===== src/rtl/vga_fetch_out_if.sv =====
// VRAM fetch handshake between the pixel fetch stage and the CPU/video arbiter.
interface vga_fetch_out_if #(
  parameter int unsigned ADDR_W = 15,
  parameter int unsigned DATA_W = 8
);
  logic              vramReq;
  logic [ADDR_W-1:0] vramAddr;
  logic              vramAck;
  logic [DATA_W-1:0] vramData;

  modport master (output vramReq, output vramAddr, input vramAck, input vramData);
  modport slave  (input vramReq, input vramAddr, output vramAck, output vramData);
endinterface


===== src/rtl/vga_fetch_out.sv =====
// VGA pixel fetch/shift stage: prefetches VRAM words into a small FIFO and
// serialises them MSB-first as BPP-bit pixels with optional horizontal doubling.
module vga_fetch_out #(
  parameter int unsigned DATA_W     = 8,
  parameter int unsigned ADDR_W     = 15,
  parameter int unsigned BPP        = 1,
  parameter int unsigned HSCALE     = 1,
  parameter int unsigned LINE_WORDS = 64,
  parameter int unsigned FIFO_DEPTH = 4,
  parameter int unsigned H_TOTAL    = 800,
  parameter int unsigned V_TOTAL    = 525
) (
  input  logic              pixClock,
  input  logic              nReset,
  input  logic [9:0]        hCount,
  input  logic [9:0]        vCount,
  input  logic              hActive,
  input  logic              vActive,
  input  logic [ADDR_W-1:0] baseAddr,
  vga_fetch_out_if.master   vram,
  output logic [BPP-1:0]    pixOut,
  output logic              underrun,
  input  logic              clrUnderrun
);

  localparam int unsigned PPW    = DATA_W / BPP;
  localparam int unsigned PIX_W  = $clog2(PPW + 1);
  localparam int unsigned HOLD_W = (HSCALE > 1) ? $clog2(HSCALE) : 1;
  localparam int unsigned PTR_W  = $clog2(FIFO_DEPTH);
  localparam int unsigned CNT_W  = PTR_W + 1;
  localparam int unsigned FC_W   = $clog2(LINE_WORDS + 1);

  typedef enum logic {IDLE, REQ} fetchState_e;

  fetchState_e       state, stateNext;
  logic              reqNext;
  logic [ADDR_W-1:0] addrNext;
  logic [ADDR_W-1:0] lineBase, lineBaseNext;
  logic [FC_W-1:0]   fetchCnt, fetchCntNext;
  logic              discard, discardNext;

  logic              lineEnd, frameEnd;
  logic              push, pop, load, lastHold, fifoEmpty;

  logic [DATA_W-1:0] fifoMem [FIFO_DEPTH];
  logic [PTR_W-1:0]  wrPtr, rdPtr;
  logic [CNT_W-1:0]  fifoCount;
  logic [DATA_W-1:0] loadWord;

  logic [DATA_W-1:0] shiftReg;
  logic [PIX_W-1:0]  pixLeft;
  logic [HOLD_W-1:0] holdCnt;

  assign lineEnd   = (hCount == 10'(H_TOTAL - 1));
  assign frameEnd  = lineEnd && (vCount == 10'(V_TOTAL - 1));
  // Data acked for a request that straddled a flush is dropped.
  assign push      = (state == REQ) && vram.vramAck && !discard && !lineEnd;
  assign fifoEmpty = (fifoCount == '0);
  assign lastHold  = (pixLeft == PIX_W'(1)) && (holdCnt == HOLD_W'(HSCALE - 1));
  assign load      = hActive && !lineEnd && ((pixLeft == '0) || lastHold);
  assign pop       = load && !fifoEmpty;
  assign loadWord  = fifoEmpty ? '0 : fifoMem[rdPtr];

  // Fetch FSM state register.
  always_ff @(posedge pixClock or negedge nReset) begin
    if (!nReset) begin
      state         <= IDLE;
      vram.vramReq  <= 1'b0;
      vram.vramAddr <= '0;
      lineBase      <= '0;
      fetchCnt      <= '0;
      discard       <= 1'b0;
    end else begin
      state         <= stateNext;
      vram.vramReq  <= reqNext;
      vram.vramAddr <= addrNext;
      lineBase      <= lineBaseNext;
      fetchCnt      <= fetchCntNext;
      discard       <= discardNext;
    end
  end

  // Fetch FSM next state; line end and frame reload override the handshake.
  always_comb begin
    stateNext    = state;
    reqNext      = vram.vramReq;
    addrNext     = vram.vramAddr;
    lineBaseNext = lineBase;
    fetchCntNext = fetchCnt;
    discardNext  = discard;
    case (state)
      IDLE: begin
        if (!lineEnd && vActive && (fetchCnt < FC_W'(LINE_WORDS)) &&
            (fifoCount < CNT_W'(FIFO_DEPTH))) begin
          stateNext = REQ;
          reqNext   = 1'b1;
        end
      end
      REQ: begin
        if (vram.vramAck) begin
          stateNext   = IDLE;
          reqNext     = 1'b0;
          discardNext = 1'b0;
          if (push) begin
            addrNext     = vram.vramAddr + ADDR_W'(1);
            fetchCntNext = fetchCnt + FC_W'(1);
          end
        end
      end
    endcase
    if (frameEnd) begin
      lineBaseNext = baseAddr;
    end else if (lineEnd && vActive) begin
      lineBaseNext = lineBase + ADDR_W'(LINE_WORDS);
    end
    if (lineEnd) begin
      addrNext     = lineBaseNext;
      fetchCntNext = '0;
      if ((state == REQ) && !vram.vramAck) begin
        discardNext = 1'b1;
      end
    end
  end

  // Prefetch FIFO storage.
  always_ff @(posedge pixClock) begin
    if (push) begin
      fifoMem[wrPtr] <= vram.vramData;
    end
  end

  // Prefetch FIFO pointers; flushed at every line end.
  always_ff @(posedge pixClock or negedge nReset) begin
    if (!nReset) begin
      wrPtr     <= '0;
      rdPtr     <= '0;
      fifoCount <= '0;
    end else if (lineEnd) begin
      wrPtr     <= '0;
      rdPtr     <= '0;
      fifoCount <= '0;
    end else begin
      if (push) wrPtr <= wrPtr + PTR_W'(1);
      if (pop)  rdPtr <= rdPtr + PTR_W'(1);
      if (push && !pop) begin
        fifoCount <= fifoCount + CNT_W'(1);
      end else if (pop && !push) begin
        fifoCount <= fifoCount - CNT_W'(1);
      end
    end
  end

  // Pixel shifter: a starved word slot is played out as zeros.
  always_ff @(posedge pixClock or negedge nReset) begin
    if (!nReset) begin
      shiftReg <= '0;
      pixLeft  <= '0;
      holdCnt  <= '0;
      pixOut   <= '0;
    end else if (lineEnd || !hActive) begin
      pixLeft  <= '0;
      holdCnt  <= '0;
      pixOut   <= '0;
    end else if (load) begin
      shiftReg <= loadWord;
      pixOut   <= loadWord[DATA_W-1 -: BPP];
      pixLeft  <= PIX_W'(PPW);
      holdCnt  <= '0;
    end else if (holdCnt == HOLD_W'(HSCALE - 1)) begin
      shiftReg <= shiftReg << BPP;
      pixOut   <= shiftReg[DATA_W-1-BPP -: BPP];
      pixLeft  <= pixLeft - PIX_W'(1);
      holdCnt  <= '0;
    end else begin
      holdCnt  <= holdCnt + HOLD_W'(1);
    end
  end

  // Sticky underrun; a new starvation event wins over a clear.
  always_ff @(posedge pixClock or negedge nReset) begin
    if (!nReset) begin
      underrun <= 1'b0;
    end else if (load && fifoEmpty) begin
      underrun <= 1'b1;
    end else if (clrUnderrun) begin
      underrun <= 1'b0;
    end
  end

  assert property (@(posedge pixClock) disable iff (!nReset)
                   !(push && (fifoCount == CNT_W'(FIFO_DEPTH))));

endmodule

===== src/flat_wrapper.sv =====
// flat-port wrapper written by rule: the top's interface ports become plain ports
module vga_fetch_out_flat 
#(
  parameter int unsigned DATA_W     = 8,
  parameter int unsigned ADDR_W     = 15,
  parameter int unsigned BPP        = 1,
  parameter int unsigned HSCALE     = 1,
  parameter int unsigned LINE_WORDS = 64,
  parameter int unsigned FIFO_DEPTH = 4,
  parameter int unsigned H_TOTAL    = 800,
  parameter int unsigned V_TOTAL    = 525
)
  (pixClock, nReset, hCount, vCount, hActive, vActive, baseAddr, pixOut, underrun, clrUnderrun, vram_vramReq, vram_vramAddr, vram_vramAck, vram_vramData);
  vga_fetch_out_if #(.ADDR_W(ADDR_W), .DATA_W(DATA_W)) vram_i ();
  input  logic pixClock;
  input  logic nReset;
  input  logic [9:0] hCount;
  input  logic [9:0] vCount;
  input  logic hActive;
  input  logic vActive;
  input  logic [ADDR_W-1:0] baseAddr;
  output logic [BPP-1:0] pixOut;
  output logic underrun;
  input  logic clrUnderrun;
  output wire logic [$bits(vram_i.vramReq)-1:0] vram_vramReq;
  output wire logic [$bits(vram_i.vramAddr)-1:0] vram_vramAddr;
  input wire logic [$bits(vram_i.vramAck)-1:0] vram_vramAck;
  input wire logic [$bits(vram_i.vramData)-1:0] vram_vramData;
  assign vram_vramReq = vram_i.vramReq;
  assign vram_vramAddr = vram_i.vramAddr;
  assign vram_i.vramAck = vram_vramAck;
  assign vram_i.vramData = vram_vramData;
  vga_fetch_out #(.DATA_W(DATA_W), .ADDR_W(ADDR_W), .BPP(BPP), .HSCALE(HSCALE), .LINE_WORDS(LINE_WORDS), .FIFO_DEPTH(FIFO_DEPTH), .H_TOTAL(H_TOTAL), .V_TOTAL(V_TOTAL)) u_core (.pixClock(pixClock), .nReset(nReset), .hCount(hCount), .vCount(vCount), .hActive(hActive), .vActive(vActive), .baseAddr(baseAddr), .vram(vram_i), .pixOut(pixOut), .underrun(underrun), .clrUnderrun(clrUnderrun));
endmodule

===== config.mk =====
export PLATFORM = sky130hd
export DESIGN_NAME = vga_fetch_out_flat
export DESIGN_NICKNAME = d
export VERILOG_FILES = /design/src/rtl/vga_fetch_out_if.sv /design/src/rtl/vga_fetch_out.sv /design/src/flat_wrapper.sv
export SDC_FILE = /design/constraint.sdc
export NUM_CORES = 1
export LEC_CHECK = 0
export CAP_MARGIN = 40
export CORE_MARGIN = 5
export CORE_UTILIZATION = 55
export CTS_CLUSTER_SIZE = 24
export DETAILED_ROUTE_END_ITERATION = 10
export PLACE_DENSITY = 0.87
export SETUP_SLACK_MARGIN = 0.3
export SYNTH_ARGS = -nofsm -noshare
export SYNTH_HDL_FRONTEND = slang
export SYNTH_SLANG_ARGS = --single-unit

===== constraint.sdc =====
create_clock -name pixClock -period 3 [get_ports pixClock]
set_input_delay 0.6 -clock pixClock [delete_from_list [all_inputs] [get_ports pixClock]]
set_output_delay 0.6 -clock pixClock [all_outputs]
set_load 0.02 [all_outputs]

==> report_table.html, run 1 <==
<table>
<tr><th>Metric</th><th>Value</th></tr>
<tr><th colspan="2">Critical path</th></tr>
<tr><td>Longest individual stage delay on the worst path</td><td>between 0.5 and 0.6 ns</td></tr>
<tr><td>Critical path peak fanout</td><td>2</td></tr>
<tr><td>Worst EP required</td><td>~3.3 ns</td></tr>
<tr><td>Startpoint types</td><td>primary input</td></tr>
<tr><td>Worst reg2reg path endpoint</td><td>u_core.fifoCount[2]$_DFFE_PN0P_</td></tr>
<tr><td>Critical path origin</td><td>hCount[7]</td></tr>
<tr><td>Internal reg-to-reg setup slack</td><td>0.55 ns</td></tr>
<tr><td>Critical Setup Path Class</td><td>primary input to flop</td></tr>
<tr><td>Critical path capture point</td><td>u_core.fifoCount[2]$_DFFE_PN0P_</td></tr>
<tr><td>Register-to-Register Path Depth</td><td>8</td></tr>
<tr><td>RR Startpoint</td><td>u_core.pixLeft[3]$_DFF_PN0_</td></tr>
<tr><td>Arrival time reported for the critical path endpoint</td><td>2.98 ns</td></tr>
<tr><td>Cell chain of the critical path</td><td>clkdlybuf4s15_1 &gt; or4b_4 &gt; or3_4 &gt; and2_4 &gt; ha_4 &gt; fa_2 &gt; xnor2_2 &gt; or3_4 &gt; a21oi_2</td></tr>
<tr><td>Slowest CP cell</td><td>or4b_4</td></tr>
<tr><td>Crit path capture type</td><td>flop</td></tr>
<tr><td>Most repeated library cell on the critical path</td><td>or3_4</td></tr>
<tr><th colspan="2">GRT</th></tr>
<tr><td>First-pass GRT wire length</td><td>17400 um</td></tr>
<tr><td>Total congestion overflow</td><td>0</td></tr>
<tr><td>Total routing usage reported by global routing</td><td>21.3%</td></tr>
<tr><td>Initial antenna violation count</td><td>0</td></tr>
<tr><td>Pin count of the biggest net entering global routing</td><td>61</td></tr>
<tr><td>Number of global-route vias before repair</td><td>approximately 3500</td></tr>
<tr><th colspan="2">Timing</th></tr>
<tr><td>Period utilisation layout</td><td>~90%</td></tr>
<tr><td>Sum of negative setup slack</td><td>0 ns</td></tr>
<tr><td>Slew margin rel.</td><td>45.2%</td></tr>
<tr><td>Final number of setup-violating endpoints</td><td>0</td></tr>
<tr><td>Setup repair after global routing missed its margin</td><td>false</td></tr>
<tr><td>Number of max-slew violations in the final report</td><td>0</td></tr>
<tr><td>Period minus WS final</td><td>around 2.7 ns</td></tr>
<tr><td>Worst clock skew</td><td>between 0.01 and 0.015 ns</td></tr>
<tr><td>Transition time at the pin with the least slew margin</td><td>around 0.81 ns</td></tr>
<tr><td>Final Hold Vio Count</td><td>0</td></tr>
<tr><td>Maximum clock frequency</td><td>about 370 MHz</td></tr>
<tr><th colspan="2">Placement</th></tr>
<tr><td>Count of buffers inserted at the top-level ports</td><td>66</td></tr>
<tr><td>Final HPWL from detailed placement</td><td>~7600 um</td></tr>
<tr><td>Gp weighted congestion</td><td>0.909</td></tr>
<tr><th colspan="2">Cells and area</th></tr>
<tr><td>Commonest cells after routing, fill and taps aside</td><td>clkdlybuf4s50_1 (61), dfrtp_1 (60), edfxtp_1 (32)</td></tr>
<tr><td># diodes</td><td>0</td></tr>
<tr><td>Most common cell after layout, fill and taps aside</td><td>clkdlybuf4s50_1</td></tr>
<tr><td>Layout Area Growth over Synthesis</td><td>22.4%</td></tr>
<tr><td>Post-Route Utilization</td><td>between 60% and 70%</td></tr>
<tr><td>Fraction of layout instances using a drive strength above 1</td><td>between 15 and 20%</td></tr>
<tr><td>Post-layout net count</td><td>approximately 540</td></tr>
<tr><th colspan="2">Drt</th></tr>
<tr><td>Detailed Route WL</td><td>between 10000 and 15000 um</td></tr>
<tr><td>Post-route DRC</td><td>0</td></tr>
<tr><td>DRT Pass-1 Iters</td><td>5</td></tr>
<tr><td>Wire per inst</td><td>~18 um</td></tr>
<tr><td>Vias</td><td>between 3000 and 4000</td></tr>
<tr><td>Number of nets with antenna violations after detailed routing</td><td>0</td></tr>
<tr><td>Via-per-instance ratio</td><td>around 6.0</td></tr>
<tr><td>Violation count after the first detailed-routing iteration</td><td>230</td></tr>
<tr><th colspan="2">Status</th></tr>
<tr><td>Status</td><td>finished, final reports clean</td></tr>
<tr><th colspan="2">Clock network</th></tr>
<tr><td>TritonCTS clock tree</td><td>done</td></tr>
<tr><td>Clock input transition at the sequential cells of the worst setup and hold paths</td><td>about 0.11 ns</td></tr>
<tr><td>CTS H-tree lvls</td><td>3</td></tr>
<tr><td>Total clock buffers created by CTS</td><td>9</td></tr>
<tr><td>Buffer cell driving the clock tree root</td><td>clkbuf_8</td></tr>
<tr><td>Number of buffers on the longest clock path</td><td>2</td></tr>
<tr><td>Number of sinks on the clock net</td><td>92</td></tr>
<tr><td>Insertion delay to the later sink of the worst-skew pair</td><td>between 0.3 and 0.4 ns</td></tr>
<tr><td>CTS Hold Buffers Added</td><td>0</td></tr>
<tr><th colspan="2">Yosys</th></tr>
<tr><td>Synth Register Bits</td><td>92</td></tr>
<tr><td>Ys flop type</td><td>dfrtp_1</td></tr>
<tr><td>Number of enable-type register cells in the synthesized netlist</td><td>32</td></tr>
<tr><td>Post-Synthesis Mean Instance Area</td><td>11.6 um^2</td></tr>
<tr><td>Netlist cell types</td><td>53</td></tr>
<tr><td>Syn nets</td><td>roughly 470</td></tr>
<tr><td>Post-Synthesis Cells</td><td>404</td></tr>
<tr><td>Synthesis Warnings</td><td>0</td></tr>
<tr><td>Async SR Flop Fraction</td><td>between 60% and 70%</td></tr>
<tr><td>Mapped Area</td><td>about 4700 um^2</td></tr>
<tr><td>Portion of the post-synthesis area used by sequential elements</td><td>a little over half</td></tr>
<tr><th colspan="2">Pwr</th></tr>
<tr><td>VDD IR-drop max</td><td>about 410 uV</td></tr>
<tr><td>Total power divided by cell area</td><td>slightly below 700 nW/um^2</td></tr>
<tr><td>Leak</td><td>roughly 0.0022 uW</td></tr>
<tr><th colspan="2">Hold path</th></tr>
<tr><td>Min-Delay Path Class</td><td>primary input to asynchronous set/reset pin</td></tr>
<tr><th colspan="2">Die</th></tr>
<tr><td>Die X-Extent</td><td>roughly 100 um</td></tr>
<tr><td>Area inside the core boundary</td><td>~8300 um^2</td></tr>
<tr><td>Total I/O pin count</td><td>67</td></tr>
<tr><td>Core Rows</td><td>33</td></tr>
<tr><td>Overall die area</td><td>~10000 um^2</td></tr>
<tr><td>Initial Util</td><td>between 50% and 60%</td></tr>
<tr><td>Die span in y</td><td>about 100 um</td></tr>
<tr><th colspan="2">Job</th></tr>
<tr><td>Count of maximum capacitance violations</td><td>0</td></tr>
</table>
==> worst max-delay path: cells and delay by family <==
kind                       cells  cell delay, ns
xor gates and xnor gates       1            0.15
and+or+nand+nor                4            1.41
AOI/OAI and AO/OA              1            0.14
adders and majority gates      2            0.50
buffers and inverters          1            0.16
==> worst min path at each step <==
stage / start / end / slack (ns)
final: nReset / u_core.lineBase[13]$_DFF_PN0_ / 0.36
after floorplan: nReset / asynchronous set/reset pin / 0.30
after CTS: nReset / u_core.lineBase[13]$_DFF_PN0_ / 0.41
after global routing: nReset / u_core.lineBase[13]$_DFF_PN0_ / 0.45
after detailed placement: u_core.shiftReg[4]$_DFFE_PN0P_ / u_core.shiftReg[4]$_DFFE_PN0P_ / 0.48
after global placement: u_core.shiftReg[6]$_DFFE_PN0P_ / u_core.shiftReg[6]$_DFFE_PN0P_ / 0.46
==> per-stage QoR <==
| step | power [uW] | worst slack (ns) | hold WS, ns | cells | instance area, um^2 |
|---|---|---|---|---|---|
| finish | 3870 | 0.328 | 0.359 | 588 | 5740 |
| detailed placement | 3040 | -0.210 | 0.475 | 571 | 5530 |
| CTS | 3890 | 0.302 | 0.407 | 588 | 5740 |
| global placement | 2960 | -0.153 | 0.461 | 571 | 5530 |
| floorplan | 2600 | -0.127 | 0.304 | 404 | 4710 |
| global route | 4130 | 0.303 | 0.449 | 588 | 5740 |
==> area by class of cell <==
cell class                      count  area (um^2)
Clock buffer                        9          124
Clock inverter                      7         73.8
Fill cell                         586         2520
Inverter                           12         45.0
Multi-Input combinational cell    277         2090
Sequential cell                    92         2460
Tap cell                          105          131
Timing Repair Buffer               86          812
==> per-layer routing <==
metal  up-vias  routed length [um]  GRT usage [%]
li1       1645                   -              -
met1      1742                4460           29.0
met2       129                5230           34.3
met3        31                 583           4.37
met4         0                 210           6.76
met5         -                   0              0
==> Yosys cell counts (all sizes together) (7+ instances only) <==
library cell	instances	area [um^2]
dfrtp	60	1500
buf	12	86.3
nor4	10	62.6
a22oi	7	52.6
ha	11	138
xnor2	24	210
nand2	23	86.3
inv	12	45.0
nand4b	8	70.1
nor2	25	101
o21ai	17	85.1
nor3	27	145
a21oi	16	80.1
mux4	8	180
clkbuf	11	41.3
nand4	14	87.6
edfxtp	32	961
mux2i	16	160
nand3	10	50.1
==> logic make-up (layout without fill, tap and decap cells) <==
family,Yosys count,after routing,share of synthesized area [%]
AOI/OAI and AO/OA,66,66,9.47
xor gates and xnor gates,30,30,5.60
adders and majority gates,12,12,3.36
buffers and inverters,35,114,3.68
DFF,92,92,52.5
muxes,30,30,8.70
and+or+nand+nor,139,139,16.7
==> registers in the layout, summed over array words and instances, names as in the netlist, named ones only <==
signal and flops:
u_core.vram.vramReq 1, u_core.lineBase 15, u_core.fifoCount 3, u_core.state 1, u_core.fifoMem 32, u_core.pixOut 1, u_core.pixLeft 4, u_core.underrun 1
u_core.rdPtr 2, u_core.fetchCnt 7, u_core.wrPtr 2, u_core.shiftReg 7, u_core.vram.vramAddr 15
==> report_power, final <==
| part | leakage [uW] | internal (uW) | switching [uW] |
|---|---|---|---|
| Combinational | 0.00101 | 628 | 603 |
| Clock | 0.000102 | 332 | 497 |
| Sequential | 0.00108 | 1550 | 265 |
==> timing repair <==
action | 4_1_cts | 5_1_grt
buffers inserted | 1 | 0
gates cloned | 0 | 0
resized for setup | 10 | 1
pin swaps | 6 | 4
endpoints found under the setup margin | 1 | 1
No activity file was read; power rests on OpenSTA's default activity.
==> run 2, diff against run 1 <==
Settings changed: CELL_PAD_IN_SITES_DETAIL_PLACEMENT set to 1, CELL_PAD_IN_SITES_GLOBAL_PLACEMENT set to 1, CORE_UTILIZATION 55 to 44, PLACE_DENSITY 0.87 to 0.88.
==> run 2 against run 1 <==
  * Die area is 22% higher
  * Routed wire length is 23% higher
  * Clock power is 16% higher
  * Power is 5.5% higher
  * Flip-flop and latch count stayed put
  * Non-clock buffer count stayed put
  * Sequential power hardly changed
==> report_table.html, run 2 (synthesized netlist as in run 1, its figures left out) <==
<table>
<tr><th>Metric</th><th>Value</th></tr>
<tr><th colspan="2">Die</th></tr>
<tr><td>Overall die area</td><td>12800 um^2 (+22%)</td></tr>
<tr><td>Total I/O pin count</td><td>67 (unchanged)</td></tr>
<tr><td>Die span in y</td><td>113 um (+11%)</td></tr>
<tr><td>Die X-Extent</td><td>113 um (+11%)</td></tr>
<tr><td>Core Rows</td><td>37 (+12%)</td></tr>
<tr><td>Initial Util</td><td>45.2% (-12 points)</td></tr>
<tr><td>Area inside the core boundary</td><td>10400 um^2 (+26%)</td></tr>
<tr><th colspan="2">Cells and area</th></tr>
<tr><td>Top reg by flops</td><td>u_core.fifoMem</td></tr>
<tr><td>Fraction of layout instances using a drive strength above 1</td><td>15.1% (-0.21 points)</td></tr>
<tr><td>Filler cells</td><td>1115 (+90%)</td></tr>
<tr><td>Post-layout net count</td><td>539 (unchanged)</td></tr>
<tr><td>Flip-flop count of the largest register after layout</td><td>32 (unchanged)</td></tr>
<tr><td>Non-Filler Instances</td><td>619 (+5.3%)</td></tr>
<tr><td>Most common cell after layout, fill and taps aside</td><td>clkdlybuf4s50_1</td></tr>
<tr><td># diodes</td><td>0 (unchanged)</td></tr>
<tr><td>Layout Area Growth over Synthesis</td><td>23.5%</td></tr>
<tr><td>Final cell area excluding filler cells</td><td>5790 um^2 (+0.89%)</td></tr>
<tr><td>Registers with the highest flip-flop counts</td><td>u_core.fifoMem: 32 flops, u_core.lineBase: 15 flops, u_core.vram.vramAddr: 15 flops</td></tr>
<tr><td>Commonest cells after routing, fill and taps aside</td><td>clkdlybuf4s50_1 (61), dfrtp_1 (60), edfxtp_1 (32)</td></tr>
<tr><th colspan="2">Drt</th></tr>
<tr><td>Wire per inst</td><td>20.9 um (+17%)</td></tr>
<tr><td>Number of nets with antenna violations after detailed routing</td><td>0 (unchanged)</td></tr>
<tr><td>Violation count after the first detailed-routing iteration</td><td>243 (+5.7%)</td></tr>
<tr><td>Vias</td><td>3627 (+2.3%)</td></tr>
<tr><td>Via-per-instance ratio</td><td>5.86 (-2.9%)</td></tr>
<tr><td>Post-route DRC</td><td>0 (unchanged)</td></tr>
<tr><td>Detailed Route WL</td><td>12900 um (+23%)</td></tr>
<tr><td>DRT Pass-1 Iters</td><td>4 (-1)</td></tr>
<tr><th colspan="2">Status</th></tr>
<tr><td>Status</td><td>finished, final reports clean</td></tr>
<tr><th colspan="2">Critical path</th></tr>
<tr><td>Worst EP required</td><td>3.29 ns (about the same)</td></tr>
<tr><td>Internal reg-to-reg setup slack</td><td>0.53 ns (-0.02 ns)</td></tr>
<tr><td>Startpoint types</td><td>primary input</td></tr>
<tr><td>Arrival time reported for the critical path endpoint</td><td>2.96 ns (-0.02 ns)</td></tr>
<tr><td>Critical Setup Path Class</td><td>primary input to flop</td></tr>
<tr><td>Crit path capture type</td><td>flop</td></tr>
<tr><td>Critical path peak fanout</td><td>2 (unchanged)</td></tr>
<tr><th colspan="2">Pwr</th></tr>
<tr><td>Tot Pwr</td><td>4080 uW (+5.5%)</td></tr>
<tr><td>Power share of the sequential group</td><td>44.7% (-2.1 points)</td></tr>
<tr><td>Combinational Power Share</td><td>31.9% (about the same)</td></tr>
<tr><td>Switch share</td><td>33.8% (-1.4 points)</td></tr>
<tr><td>Internal power summed over all cells</td><td>2700 uW (+7.8%)</td></tr>
<tr><td>Net switching power figure</td><td>1380 uW (+1.2%)</td></tr>
<tr><td>Clock network power share</td><td>23.5% (+2.1 points)</td></tr>
<tr><td>Leak</td><td>0.00220 uW (+0.25%)</td></tr>
<tr><td>Total power divided by cell area</td><td>705 nW/um^2 (+4.5%)</td></tr>
<tr><td>VDD IR-drop max</td><td>374 uV (-9.2%)</td></tr>
<tr><th colspan="2">Timing</th></tr>
<tr><td>Sum of negative setup slack</td><td>0 ns (unchanged)</td></tr>
<tr><td>Period minus WS final</td><td>2.67 ns (-0.000324 ns)</td></tr>
<tr><td>Final number of setup-violating endpoints</td><td>0 (unchanged)</td></tr>
<tr><td>Setup repair after global routing missed its margin</td><td>false</td></tr>
<tr><td>Final Hold Vio Count</td><td>0 (unchanged)</td></tr>
<tr><td>Period utilisation layout</td><td>89.0% (about the same)</td></tr>
<tr><td>Maximum clock frequency</td><td>374 MHz (about the same)</td></tr>
<tr><td>Slew margin rel.</td><td>44.1% (-1.1 points)</td></tr>
<tr><td>Transition time at the pin with the least slew margin</td><td>0.827 ns (+0.0170 ns)</td></tr>
<tr><td>Number of max-slew violations in the final report</td><td>0 (unchanged)</td></tr>
<tr><td>Worst clock skew</td><td>0.0127 ns (+0.000302 ns)</td></tr>
<tr><td>Fin worst setup slack</td><td>0.329 ns (+0.000324 ns)</td></tr>
<tr><th colspan="2">GRT</th></tr>
<tr><td>Pin count of the biggest net entering global routing</td><td>31 (-49%)</td></tr>
<tr><td>Number of global-route vias before repair</td><td>3904 (+10%)</td></tr>
<tr><td>Total routing usage reported by global routing</td><td>20.9% (-0.40 points)</td></tr>
<tr><td>Total congestion overflow</td><td>0 (unchanged)</td></tr>
<tr><td>Initial antenna violation count</td><td>0 (unchanged)</td></tr>
<tr><td>First-pass GRT wire length</td><td>21200 um (+22%)</td></tr>
<tr><th colspan="2">Clock network</th></tr>
<tr><td>Buffer cell driving the clock tree root</td><td>clkbuf_8</td></tr>
<tr><td>Clock input transition at the sequential cells of the worst setup and hold paths</td><td>0.09 ns (-0.02 ns)</td></tr>
<tr><td>Number of buffers on the longest clock path</td><td>2 (unchanged)</td></tr>
<tr><td>CTS H-tree lvls</td><td>3 (unchanged)</td></tr>
<tr><td>TritonCTS clock tree</td><td>done</td></tr>
<tr><td>Total clock buffers created by CTS</td><td>9 (unchanged)</td></tr>
<tr><td>CTS Hold Buffers Added</td><td>0 (unchanged)</td></tr>
<tr><td>Insertion delay to the later sink of the worst-skew pair</td><td>0.36 ns (about the same)</td></tr>
<tr><td>Number of sinks on the clock net</td><td>92 (unchanged)</td></tr>
<tr><th colspan="2">Hold path</th></tr>
<tr><td>Min-Delay Path Class</td><td>primary input to asynchronous set/reset pin</td></tr>
<tr><th colspan="2">Placement</th></tr>
<tr><td>Pre-CTS setup slack</td><td>-0.261 ns (-0.0517 ns)</td></tr>
<tr><td>Total cell area at the placement stage</td><td>5560 um^2 (+0.70%)</td></tr>
<tr><td>Count of buffers inserted at the top-level ports</td><td>66 (unchanged)</td></tr>
<tr><td>Gp weighted congestion</td><td>0.815 (-10%)</td></tr>
<tr><td>Final HPWL from detailed placement</td><td>8990 um (+18%)</td></tr>
<tr><td>Inst Count DP</td><td>602 (+5.4%)</td></tr>
<tr><th colspan="2">Job</th></tr>
<tr><td>Count of maximum capacitance violations</td><td>0 (unchanged)</td></tr>
</table>
-- run 2: layer usage --
layer  global-route usage, %  wire length, um  vias up
li1                        -                -     1643
met1                    27.2             5440     1867
met2                    36.3             6720       97
met3                    3.64              551       20
met4                    4.97              208        0
met5                       0                0        -
-- run 2: final cells by class --
| class | count | area (um^2) | area share, % |
|---|---|---|---|
| inverters | 12 | 45.0 | 0.778 |
| clock buffers | 12 | 155 | 2.68 |
| flip-flops and latches | 92 | 2460 | 42.5 |
| repair buffers | 86 | 803 | 13.9 |
| clock inverters | 4 | 72.6 | 1.25 |
| multi-input cells | 277 | 2080 | 36.0 |
| well taps | 136 | 170 | 2.94 |
-- run 2: worst paths after layout --
check,end,depth (start not counted),start
worst max-delay path,u_core.fifoCount[2]$_DFFE_PN0P_,9,hCount[1]
worst min-delay path,u_core.lineBase[14]$_DFF_PN0_,1,nReset
worst max register to register,u_core.fifoCount[2]$_DFFE_PN0P_,8,u_core.pixLeft[3]$_DFF_PN0_
worst min register to register,u_core.shiftReg[4]$_DFFE_PN0P_,2,u_core.shiftReg[4]$_DFFE_PN0P_
max in group asynchronous,u_core.rdPtr[1]$_DFFE_PN0P_,2,nReset
min in group pixClock,u_core.shiftReg[4]$_DFFE_PN0P_,2,u_core.shiftReg[4]$_DFFE_PN0P_
-- run 2: metrics by stage --
step / hold WS (ns) / utilization [%]
after floorplan: 0.304 / -
after detailed placement: 0.474 / 53.7
after global routing: 0.200 / 55.9
after global placement: 0.465 / 53.7
final: 0.177 / 55.9
after CTS: 0.180 / 55.9
-- run 2: power by group through the flow --
stage | Sequential, uW | Clock, uW | Combinational (uW)
6_report | 1820 | 959 | 1300
5_1_grt | 1870 | 1030 | 1430
4_1_cts | 1830 | 972 | 1310
3_5_place_dp | 1850 | 0 | 1250
3_3_place_gp | 1820 | 0 | 1160
2_1_floorplan | 1780 | 0 | 818
-- run 2: worst max-delay path: stages --
cell and delay, ns:
clkdlybuf4s50_1 0.45, nand4_1 0.13, or3_4 0.42, and2_4 0.16
ha_4 0.16, fa_2 0.36, xnor2_2 0.16, or3_1 0.38
a21oi_1 0.15
-- run 2: timing repair --
item	in CTS	in global routing
setup endpoints to repair	2	1
buffers inserted	1	0
gates resized for setup	12	0
pin swaps	6	4
